`config.mk`:
```
export PLATFORM = sky130hd
export DESIGN_NAME = dmem_access_arbiter_flat
export DESIGN_NICKNAME = d
export VERILOG_FILES = /design/src/rtl/dmem_access_arbiter_if.sv /design/src/rtl/dmem_access_arbiter.sv /design/src/flat_wrapper.sv
export SDC_FILE = /design/constraint.sdc
export NUM_CORES = 1
export LEC_CHECK = 0
export BUFFER_PORTS_ARGS = -buffer_cell sky130_fd_sc_hd__buf_2
export CORE_UTILIZATION = 47
export CTS_CLUSTER_DIAMETER = 80
export DETAILED_ROUTE_END_ITERATION = 10
export HOLD_SLACK_MARGIN = 0.15
export PLACE_DENSITY = 0.9
export REMOVE_ABC_BUFFERS = 1
export SETUP_SLACK_MARGIN = 0.2
export SLEW_MARGIN = 20
export SYNTH_ARGS = -nofsm -noshare
export SYNTH_HDL_FRONTEND = slang
export SYNTH_SLANG_ARGS = --single-unit
```
`constraint.sdc`:
```
create_clock -name clk -period 7 [get_ports clk]
set_input_delay 1.4 -clock clk [delete_from_list [all_inputs] [get_ports clk]]
set_output_delay 1.4 -clock clk [all_outputs]
set_load 0.1 [all_outputs]
```
`src/rtl/dmem_access_arbiter_if.sv`:
```
// Bus bundle for dmem_access_arbiter: the CPU MEM-stage port, the external
// (debug/loader) port and the single-port data memory bus.
// The master modport is the arbiter's view. The slave modport is the
// environment's view (pipeline, EXT requester, memory).
interface dmem_access_arbiter_if #(
   parameter int AW = 32,
   parameter int DW = 32
);
   // CPU MEM-stage port
   logic          cpu_req;
   logic          cpu_we;
   logic [AW-1:0] cpu_addr;
   logic [DW-1:0] cpu_wdata;
   logic [DW-1:0] cpu_rdata;
   logic          cpu_stall;
   // external requester port
   logic          ext_req;
   logic          ext_we;
   logic [AW-1:0] ext_addr;
   logic [DW-1:0] ext_wdata;
   logic          ext_gnt;
   logic          ext_rvalid;
   logic [DW-1:0] ext_rdata;
   // data memory bus
   logic          mem_we;
   logic [AW-1:0] mem_addr;
   logic [DW-1:0] mem_wdata;
   logic [DW-1:0] mem_rdata;
   // status
   logic          busy;

   modport master (
      input  cpu_req, cpu_we, cpu_addr, cpu_wdata,
      output cpu_rdata, cpu_stall,
      input  ext_req, ext_we, ext_addr, ext_wdata,
      output ext_gnt, ext_rvalid, ext_rdata,
      output mem_we, mem_addr, mem_wdata,
      input  mem_rdata,
      output busy
   );

   modport slave (
      output cpu_req, cpu_we, cpu_addr, cpu_wdata,
      input  cpu_rdata, cpu_stall,
      output ext_req, ext_we, ext_addr, ext_wdata,
      input  ext_gnt, ext_rvalid, ext_rdata,
      input  mem_we, mem_addr, mem_wdata,
      output mem_rdata,
      input  busy
   );
endinterface

```
`src/rtl/dmem_access_arbiter.sv`:
```
// dmem_access_arbiter: shares one single-port data memory between the CPU
// MEM stage and an external requester.
//
// Each access follows the sequence IDLE -> ACC (LAT cycles) -> RESP -> IDLE.
// - The memory bus is held for LAT cycles.
// - Write enable and read capture happen only in the last ACC cycle.
// - The CPU is stalled until RESP. EXT gets a grant pulse and later a
//   completion pulse.
//
// Optional feature, selected by the macro DMEM_ARB_RR_EN:
// - undefined: fixed priority, and the CPU wins any contention.
// - defined: round-robin arbitration between CPU and EXT.
module dmem_access_arbiter #(
   parameter int AW  = 32,
   parameter int DW  = 32,
   parameter int LAT = 1
) (
   input  logic                  clk,
   input  logic                  rst,
   dmem_access_arbiter_if.master io_bus
);

   localparam int CW = $clog2(LAT + 1);

   typedef enum logic [1:0] {
      S_IDLE = 2'd0,
      S_ACC  = 2'd1,
      S_RESP = 2'd2
   } state_t;

   typedef enum logic {
      OWN_CPU = 1'b0,
      OWN_EXT = 1'b1
   } owner_t;

   state_t        r_state;
   state_t        w_next_state;
   owner_t        r_owner;
   owner_t        w_winner;
   logic [CW-1:0] r_cnt;
   logic          r_we;
   logic [AW-1:0] r_addr;
   logic [DW-1:0] r_wdata;
   logic [DW-1:0] r_cpu_rdata;
   logic [DW-1:0] r_ext_rdata;
   logic          w_any_req;
   logic          w_grant;
   logic          w_last_acc;

   assign w_any_req  = io_bus.cpu_req | io_bus.ext_req;
   assign w_grant    = (r_state == S_IDLE) & w_any_req;
   assign w_last_acc = (r_state == S_ACC) & (r_cnt == '0);

`ifdef DMEM_ARB_RR_EN
   owner_t r_last_grant;

   // Round-robin winner: on contention, the side not granted last time wins.
   always_comb begin
      if (io_bus.cpu_req && io_bus.ext_req) begin
         w_winner = (r_last_grant == OWN_CPU) ? OWN_EXT : OWN_CPU;
      end else if (io_bus.ext_req) begin
         w_winner = OWN_EXT;
      end else begin
         w_winner = OWN_CPU;
      end
   end

   // Remember which side received the most recent grant.
   always_ff @(posedge clk or posedge rst) begin
      if (rst) begin
         r_last_grant <= OWN_CPU;
      end else if (w_grant) begin
         r_last_grant <= w_winner;
      end
   end
`else
   // Fixed priority: the CPU wins whenever it requests, so EXT may starve.
   always_comb begin
      w_winner = io_bus.cpu_req ? OWN_CPU : OWN_EXT;
   end
`endif

   // State register.
   // NOTE: clocked state always uses non-blocking assignments, so every
   // register samples pre-edge values regardless of block ordering.
   always_ff @(posedge clk or posedge rst) begin
      if (rst) begin
         r_state <= S_IDLE;
      end else begin
         r_state <= w_next_state;
      end
   end

   // Next-state logic. RESP always returns to IDLE; no arbitration happens there.
   always_comb begin
      w_next_state = r_state;
      unique case (r_state)
         S_IDLE:  if (w_any_req) w_next_state = S_ACC;
         S_ACC:   if (r_cnt == '0) w_next_state = S_RESP;
         S_RESP:  w_next_state = S_IDLE;
         default: w_next_state = S_IDLE;
      endcase
   end

   // Per-access registers: latch the winner at grant, count down in ACC,
   // and capture read data for the owner in the last ACC cycle.
   // NOTE: every latched register is reset, so an access aborted by reset
   // leaves nothing stale to drive onto the bus afterwards.
   always_ff @(posedge clk or posedge rst) begin
      if (rst) begin
         r_owner     <= OWN_CPU;
         r_cnt       <= '0;
         r_we        <= 1'b0;
         r_addr      <= '0;
         r_wdata     <= '0;
         r_cpu_rdata <= '0;
         r_ext_rdata <= '0;
      end else if (w_grant) begin
         r_owner <= w_winner;
         r_cnt   <= CW'(LAT - 1);
         if (w_winner == OWN_CPU) begin
            r_we    <= io_bus.cpu_we;
            r_addr  <= io_bus.cpu_addr;
            r_wdata <= io_bus.cpu_wdata;
         end else begin
            r_we    <= io_bus.ext_we;
            r_addr  <= io_bus.ext_addr;
            r_wdata <= io_bus.ext_wdata;
         end
      end else if (r_state == S_ACC) begin
         if (r_cnt != '0) begin
            r_cnt <= r_cnt - 1'b1;
         end else if (r_owner == OWN_CPU) begin
            r_cpu_rdata <= io_bus.mem_rdata;
         end else begin
            r_ext_rdata <= io_bus.mem_rdata;
         end
      end
   end

   // Output decode. The bus is driven only in ACC, and mem_we only in the
   // final ACC cycle. Input-driven pulses are held low while reset is asserted.
   // NOTE: every output gets a default before the case, so no latch is inferred.
   always_comb begin
      io_bus.mem_we     = 1'b0;
      io_bus.mem_addr   = '0;
      io_bus.mem_wdata  = '0;
      io_bus.ext_gnt    = 1'b0;
      io_bus.ext_rvalid = 1'b0;
      io_bus.cpu_stall  = io_bus.cpu_req & ~rst;
      io_bus.cpu_rdata  = r_cpu_rdata;
      io_bus.ext_rdata  = r_ext_rdata;
      io_bus.busy       = (r_state != S_IDLE);
      unique case (r_state)
         S_IDLE: begin
            io_bus.ext_gnt = io_bus.ext_req & (w_winner == OWN_EXT) & ~rst;
         end
         S_ACC: begin
            io_bus.mem_addr  = r_addr;
            io_bus.mem_wdata = r_wdata;
            io_bus.mem_we    = r_we & w_last_acc;
         end
         S_RESP: begin
            if (r_owner == OWN_CPU) begin
               io_bus.cpu_stall = 1'b0;
            end else begin
               io_bus.ext_rvalid = 1'b1;
            end
         end
         default: ;
      endcase
   end

endmodule

```
`src/flat_wrapper.sv`:
```
// flat-port wrapper written by rule: the top's interface ports become plain ports
module dmem_access_arbiter_flat 
#(
   parameter int AW  = 32,
   parameter int DW  = 32,
   parameter int LAT = 1
)
  (clk, rst, io_bus_cpu_req, io_bus_cpu_we, io_bus_cpu_addr, io_bus_cpu_wdata, io_bus_cpu_rdata, io_bus_cpu_stall, io_bus_ext_req, io_bus_ext_we, io_bus_ext_addr, io_bus_ext_wdata, io_bus_ext_gnt, io_bus_ext_rvalid, io_bus_ext_rdata, io_bus_mem_we, io_bus_mem_addr, io_bus_mem_wdata, io_bus_mem_rdata, io_bus_busy);
  dmem_access_arbiter_if #(.AW(AW), .DW(DW)) io_bus_i ();
  input  logic clk;
  input  logic rst;
  input wire logic [$bits(io_bus_i.cpu_req)-1:0] io_bus_cpu_req;
  input wire logic [$bits(io_bus_i.cpu_we)-1:0] io_bus_cpu_we;
  input wire logic [$bits(io_bus_i.cpu_addr)-1:0] io_bus_cpu_addr;
  input wire logic [$bits(io_bus_i.cpu_wdata)-1:0] io_bus_cpu_wdata;
  output wire logic [$bits(io_bus_i.cpu_rdata)-1:0] io_bus_cpu_rdata;
  output wire logic [$bits(io_bus_i.cpu_stall)-1:0] io_bus_cpu_stall;
  input wire logic [$bits(io_bus_i.ext_req)-1:0] io_bus_ext_req;
  input wire logic [$bits(io_bus_i.ext_we)-1:0] io_bus_ext_we;
  input wire logic [$bits(io_bus_i.ext_addr)-1:0] io_bus_ext_addr;
  input wire logic [$bits(io_bus_i.ext_wdata)-1:0] io_bus_ext_wdata;
  output wire logic [$bits(io_bus_i.ext_gnt)-1:0] io_bus_ext_gnt;
  output wire logic [$bits(io_bus_i.ext_rvalid)-1:0] io_bus_ext_rvalid;
  output wire logic [$bits(io_bus_i.ext_rdata)-1:0] io_bus_ext_rdata;
  output wire logic [$bits(io_bus_i.mem_we)-1:0] io_bus_mem_we;
  output wire logic [$bits(io_bus_i.mem_addr)-1:0] io_bus_mem_addr;
  output wire logic [$bits(io_bus_i.mem_wdata)-1:0] io_bus_mem_wdata;
  input wire logic [$bits(io_bus_i.mem_rdata)-1:0] io_bus_mem_rdata;
  output wire logic [$bits(io_bus_i.busy)-1:0] io_bus_busy;
  assign io_bus_i.cpu_req = io_bus_cpu_req;
  assign io_bus_i.cpu_we = io_bus_cpu_we;
  assign io_bus_i.cpu_addr = io_bus_cpu_addr;
  assign io_bus_i.cpu_wdata = io_bus_cpu_wdata;
  assign io_bus_cpu_rdata = io_bus_i.cpu_rdata;
  assign io_bus_cpu_stall = io_bus_i.cpu_stall;
  assign io_bus_i.ext_req = io_bus_ext_req;
  assign io_bus_i.ext_we = io_bus_ext_we;
  assign io_bus_i.ext_addr = io_bus_ext_addr;
  assign io_bus_i.ext_wdata = io_bus_ext_wdata;
  assign io_bus_ext_gnt = io_bus_i.ext_gnt;
  assign io_bus_ext_rvalid = io_bus_i.ext_rvalid;
  assign io_bus_ext_rdata = io_bus_i.ext_rdata;
  assign io_bus_mem_we = io_bus_i.mem_we;
  assign io_bus_mem_addr = io_bus_i.mem_addr;
  assign io_bus_mem_wdata = io_bus_i.mem_wdata;
  assign io_bus_i.mem_rdata = io_bus_mem_rdata;
  assign io_bus_busy = io_bus_i.busy;
  dmem_access_arbiter #(.AW(AW), .DW(DW), .LAT(LAT)) u_core (.clk(clk), .rst(rst), .io_bus(io_bus_i));
endmodule
```
# [After elaboration in Yosys (flattened, before gate mapping)]
# Cells that the tools add are included.
[classes] addsub=1 eq_ne=4 n_mux=18 bitwise=11 reduce_logical=6
[ops] operator="$mux W32" count=4
[ops] operator="$mux W1" count=11
[ops] operator="$reduce_and A4 Y1" count=2
[ops] operator="$and A1 B1 Y1" count=6
[ops] operator="$mux W2" count=2
[ops] operator="$not A1 Y1" count=4
[ops] operator="$pmux W2 S2" count=1
[ops] operator="$reduce_bool A2 Y1" count=2
[ops] operator="$eq A2 B1 Y1 const B" count=1
[ops] operator="$eq A2 B2 Y1 const B" count=1
[ops] operator="$logic_not A2 Y1" count=1
[ops] operator="$ne A2 B1 Y1 const B" count=1
[ops] operator="$ne A2 B2 Y1 const B" count=1
[ops] operator="$reduce_and A2 Y1" count=1
[ops] operator="$or A1 B1 Y1" count=1
[ops] operator="$sub A1 B1 Y1 const B" count=1
[word_totals] ff_bits=133 in_bits=166 out_inout_bits=133 elab_cells=48

# [Longest topological paths before layout]
[logic_depth] ltp_word=4 mapped_depth=5

# [Worst setup path before layout]
# No wires, ideal clock.
[synth_timing] path_type="input to output" startpoint="input rst" endpoint="output io_bus_cpu_stall" t_arrival_ps=5295 required_time_ps=5600 slack_ps=305 stages=2 n_path_buf=0 cell_sequence="inv_1 > o311a_1"
[synth_via] elab_chain_cells=4
[synth_lines] item="start: declaration" line_no="flat_wrapper.sv:11" rtl="input logic rst;"
[synth_lines] item="$not A1 Y1 *" line_no="dmem_access_arbiter.sv:150" rtl="io_bus.cpu_stall = io_bus.cpu_req & ~rst;"
[synth_lines] item="$and A1 B1 Y1 *" line_no="dmem_access_arbiter.sv:150"
[synth_lines] item="$mux W1" line_no="dmem_access_arbiter.sv:164" rtl="if (r_owner == OWN_CPU) begin"
[synth_lines] item="$mux W1 *" line_no="dmem_access_arbiter.sv:154" rtl="unique case (r_state)"
[synth_lines] item="end: declaration" line_no="flat_wrapper.sv:17" rtl="output wire logic [$bits(io_bus_i.cpu_stall)-1:0] io_bus_cpu_stall;"
# Mark *: on every way between the ends. The rest lies on a longest branch, timed or not.

# [Worst setup path after layout]
[layout_timing] startpoint="input io_bus_cpu_req" endpoint="output io_bus_cpu_stall"
[layout_via] elab_chain_cells=3
[layout_lines] item="start: declaration" line_no="flat_wrapper.sv:12" rtl="input wire logic [$bits(io_bus_i.cpu_req)-1:0] io_bus_cpu_req;"
[layout_lines] item="$and A1 B1 Y1 *" line_no="dmem_access_arbiter.sv:150"
[layout_lines] item="$mux W1" line_no="dmem_access_arbiter.sv:164"
[layout_lines] item="$mux W1 *" line_no="dmem_access_arbiter.sv:154"
# Marks and branches as above.

==> out/qor.csv <==
metric,value,unit
cts_max_path_buffers,2,
hold_path.class,reg -> reg,
grt_pass1_vias,4561,
period_share,60.5,%
overflow,0,
hold_viol,0,
synthesis.area,0.00653,mm^2
drv_slew,0,
die_w,120,um
synth_top_area_share,50.6,%
cts_tree,built,
core,0.0134,mm^2
grtUsageTotal,21.9,%
period_needed,4.24,ns
reg2reg_from,u_core.r_state[0]$_DFFE_PP0P_,
holdCritStartpoint,u_core.io_bus.ext_rdata[18]$_DFFE_PP0P_,
place_area,0.00805,mm^2
wl_per_cell,16.8,um
synth_edf_count,0,
rsz0062_at_grt,false,
async_flop_share,100,%
dr.pass1.iters,4,
cp.arrival,2.84,ns
drive_gt1_share,71.6,%
clk_pin_slew,0.06,ns
grt_max_degree,70,
setup_tns,0,ns
rrSetupSlack,4.62,ns
clk_latency,0.41,ns
areaGrowthSynthToFinish,32.7,%
r2r_cells,3,
holdPathStages,1,
cts_root_buf,clkbuf_16,
worstPathRequired,5.60,ns
h-tree-depth,4,
yosysMostFrequentCell,dfrtp_1,
place.gp.congestion,0.770,
finClkSkew,0.00625,ns
dp_hpwl,10.7,mm
via_count,4497,
yosys-top-cells-area,"dfrtp_1, mux2_4, mux2_2, and2_1, buf_6",
outcome,"finished, final reports clean",
die_area,0.0144,mm^2
worstMarginPinSlew,1.08,ns
nets,891,
antennaDiodeCount,0,
yosys.area.top_type,dfrtp_1,
rows,42,
whs_endpoint,u_core.io_bus.ext_rdata[18]$_DFFE_PP0P_,
worst_setup_path_end_kind,output port,
crit_family,buffers and inverters,
reg2reg_to,u_core.io_bus.cpu_rdata[30]$_DFFE_PP0P_,
path_cells,"buf_4, o311a_1, buf_2",
synth_cell_type_count,21,
antenna_found_initial,0,
drc_errors,0,
design_area,0.00866,mm^2
syn_avg_cell_area,15.0,um^2
port_buffers,298,
fmax,236,MHz
start_util,48.7,%
n_fill_cell,1013,
crit_fanout,69,
drt_iter0_drc,162,
slowest_stage,buf_4,
hold_buffers,0,
ios,299,
clkSinkCount,132,
synth-seq-area-share,50.6,%
syn_inst,434,
yosysWarningCount,0,
grt_pass1_wl,23.8,mm
numCtsBuffers,17,
post_cts_buffers,0,
ys.flop_type,dfrtp_1,
synth-seq-cells,132,
setup_violations,0,
cts_resized,0,
slew_headroom,27.8,%
die_h,120,um
critPathBufInv,2,
antenna_left,0,
vias_per_cell,4.93,
worstSetupPathType,in -> out,
synth_common_cells,"dfrtp_1, mux2_2, mux2_4",
critPathLaunchType,input pin,
critPathMaxStageDelay,0.69,ns
max_cap_violations,0,
drt-total-wl,15.4,mm
-- how the worst max path moves through the flow --
stage / startpoint / end / slack [ns] / cells past startpoint
after global placement: rst / io_bus_cpu_stall / 2.73 / 4
after CTS: rst / io_bus_cpu_stall / 2.71 / 4
final: io_bus_cpu_req / io_bus_cpu_stall / 2.76 / 3
after detailed placement: rst / io_bus_cpu_stall / 2.71 / 4
after global routing: rst / io_bus_cpu_stall / 2.60 / 4
after floorplan: rst / io_bus_cpu_stall / 0.30 / 2
-- sequential cells by signal, summed over array words and instances, names as in the netlist --
register,flops
u_core.r_we,1
u_core.io_bus.cpu_rdata,32
u_core.r_addr,32
u_core.r_owner,1
u_core.io_bus.ext_rdata,32
u_core.r_state,2
u_core.r_wdata,32
-- final cells by class --
cell class / count / area (um^2) / share of cell area [%]
multi-input cells: 270 / 3000 / 34.6
clock buffers: 17 / 425 / 4.91
repair buffers: 301 / 1520 / 17.5
clock inverters: 14 / 185 / 2.14
flip-flops and latches: 132 / 3300 / 38.1
well taps: 176 / 220 / 2.54
inverters: 3 / 13.8 / 0.159
-- metal layers --
metal  vias up  wire (um)  track usage, %
li1       2085          -               -
met1      2192       5980            25.5
met2       179       8010            37.9
met3        41        899            5.47
met4         0        466            10.5
met5         -          0               0
-- metrics by stage --
stage	hold slack [ns]	setup slack (ns)	utilization, %	instances
after floorplan	0.472	0.305	-	405
after global placement	0.470	2.73	60.1	882
after detailed placement	0.481	2.71	60.1	882
after CTS	0.493	2.71	64.7	913
after global routing	0.510	2.60	64.7	913
final	0.486	2.76	64.7	913
-- cells by family (layout without fill, tap and decap cells) --
group	after synthesis	count (layout)	synth area share, %
compound gates	4	4	0.441
buf+inv	32	335	3.60
flops	132	132	50.6
simple gates	72	72	6.99
mux	194	194	38.4
-- worst reg2reg max path, cell delays in order (launching register included) --
cell and delay, ns:
dfrtp_1 0.40, nor2b_4 0.46, and2b_2 0.96, mux2_2 0.45
-- placed cells by master (no fill, tap or decap) --
| cell type | n |
|---|---|
| mux2_1 | 4 |
| mux2_4 | 86 |
| clkbuf_16 | 17 |
| clkinvlp_4 | 3 |
| inv_6 | 2 |
| and2_1 | 65 |
| nand2_2 | 1 |
| o311a_1 | 1 |
| buf_2 | 297 |
| buf_4 | 4 |
| inv_1 | 2 |
| inv_4 | 1 |
| o21a_4 | 1 |
| nor3_1 | 1 |
| mux2_2 | 104 |
| a21oi_1 | 2 |
| nor2b_4 | 1 |
| nor2_2 | 1 |
| nand2_1 | 1 |
| dfrtp_1 | 132 |
| and2b_2 | 1 |
| clkinv_2 | 5 |
| bufinv_16 | 4 |
| nor3b_1 | 1 |
Power is not shown: default switching activity piles up to over one toggle a cycle in this logic, so the estimate is an artifact.
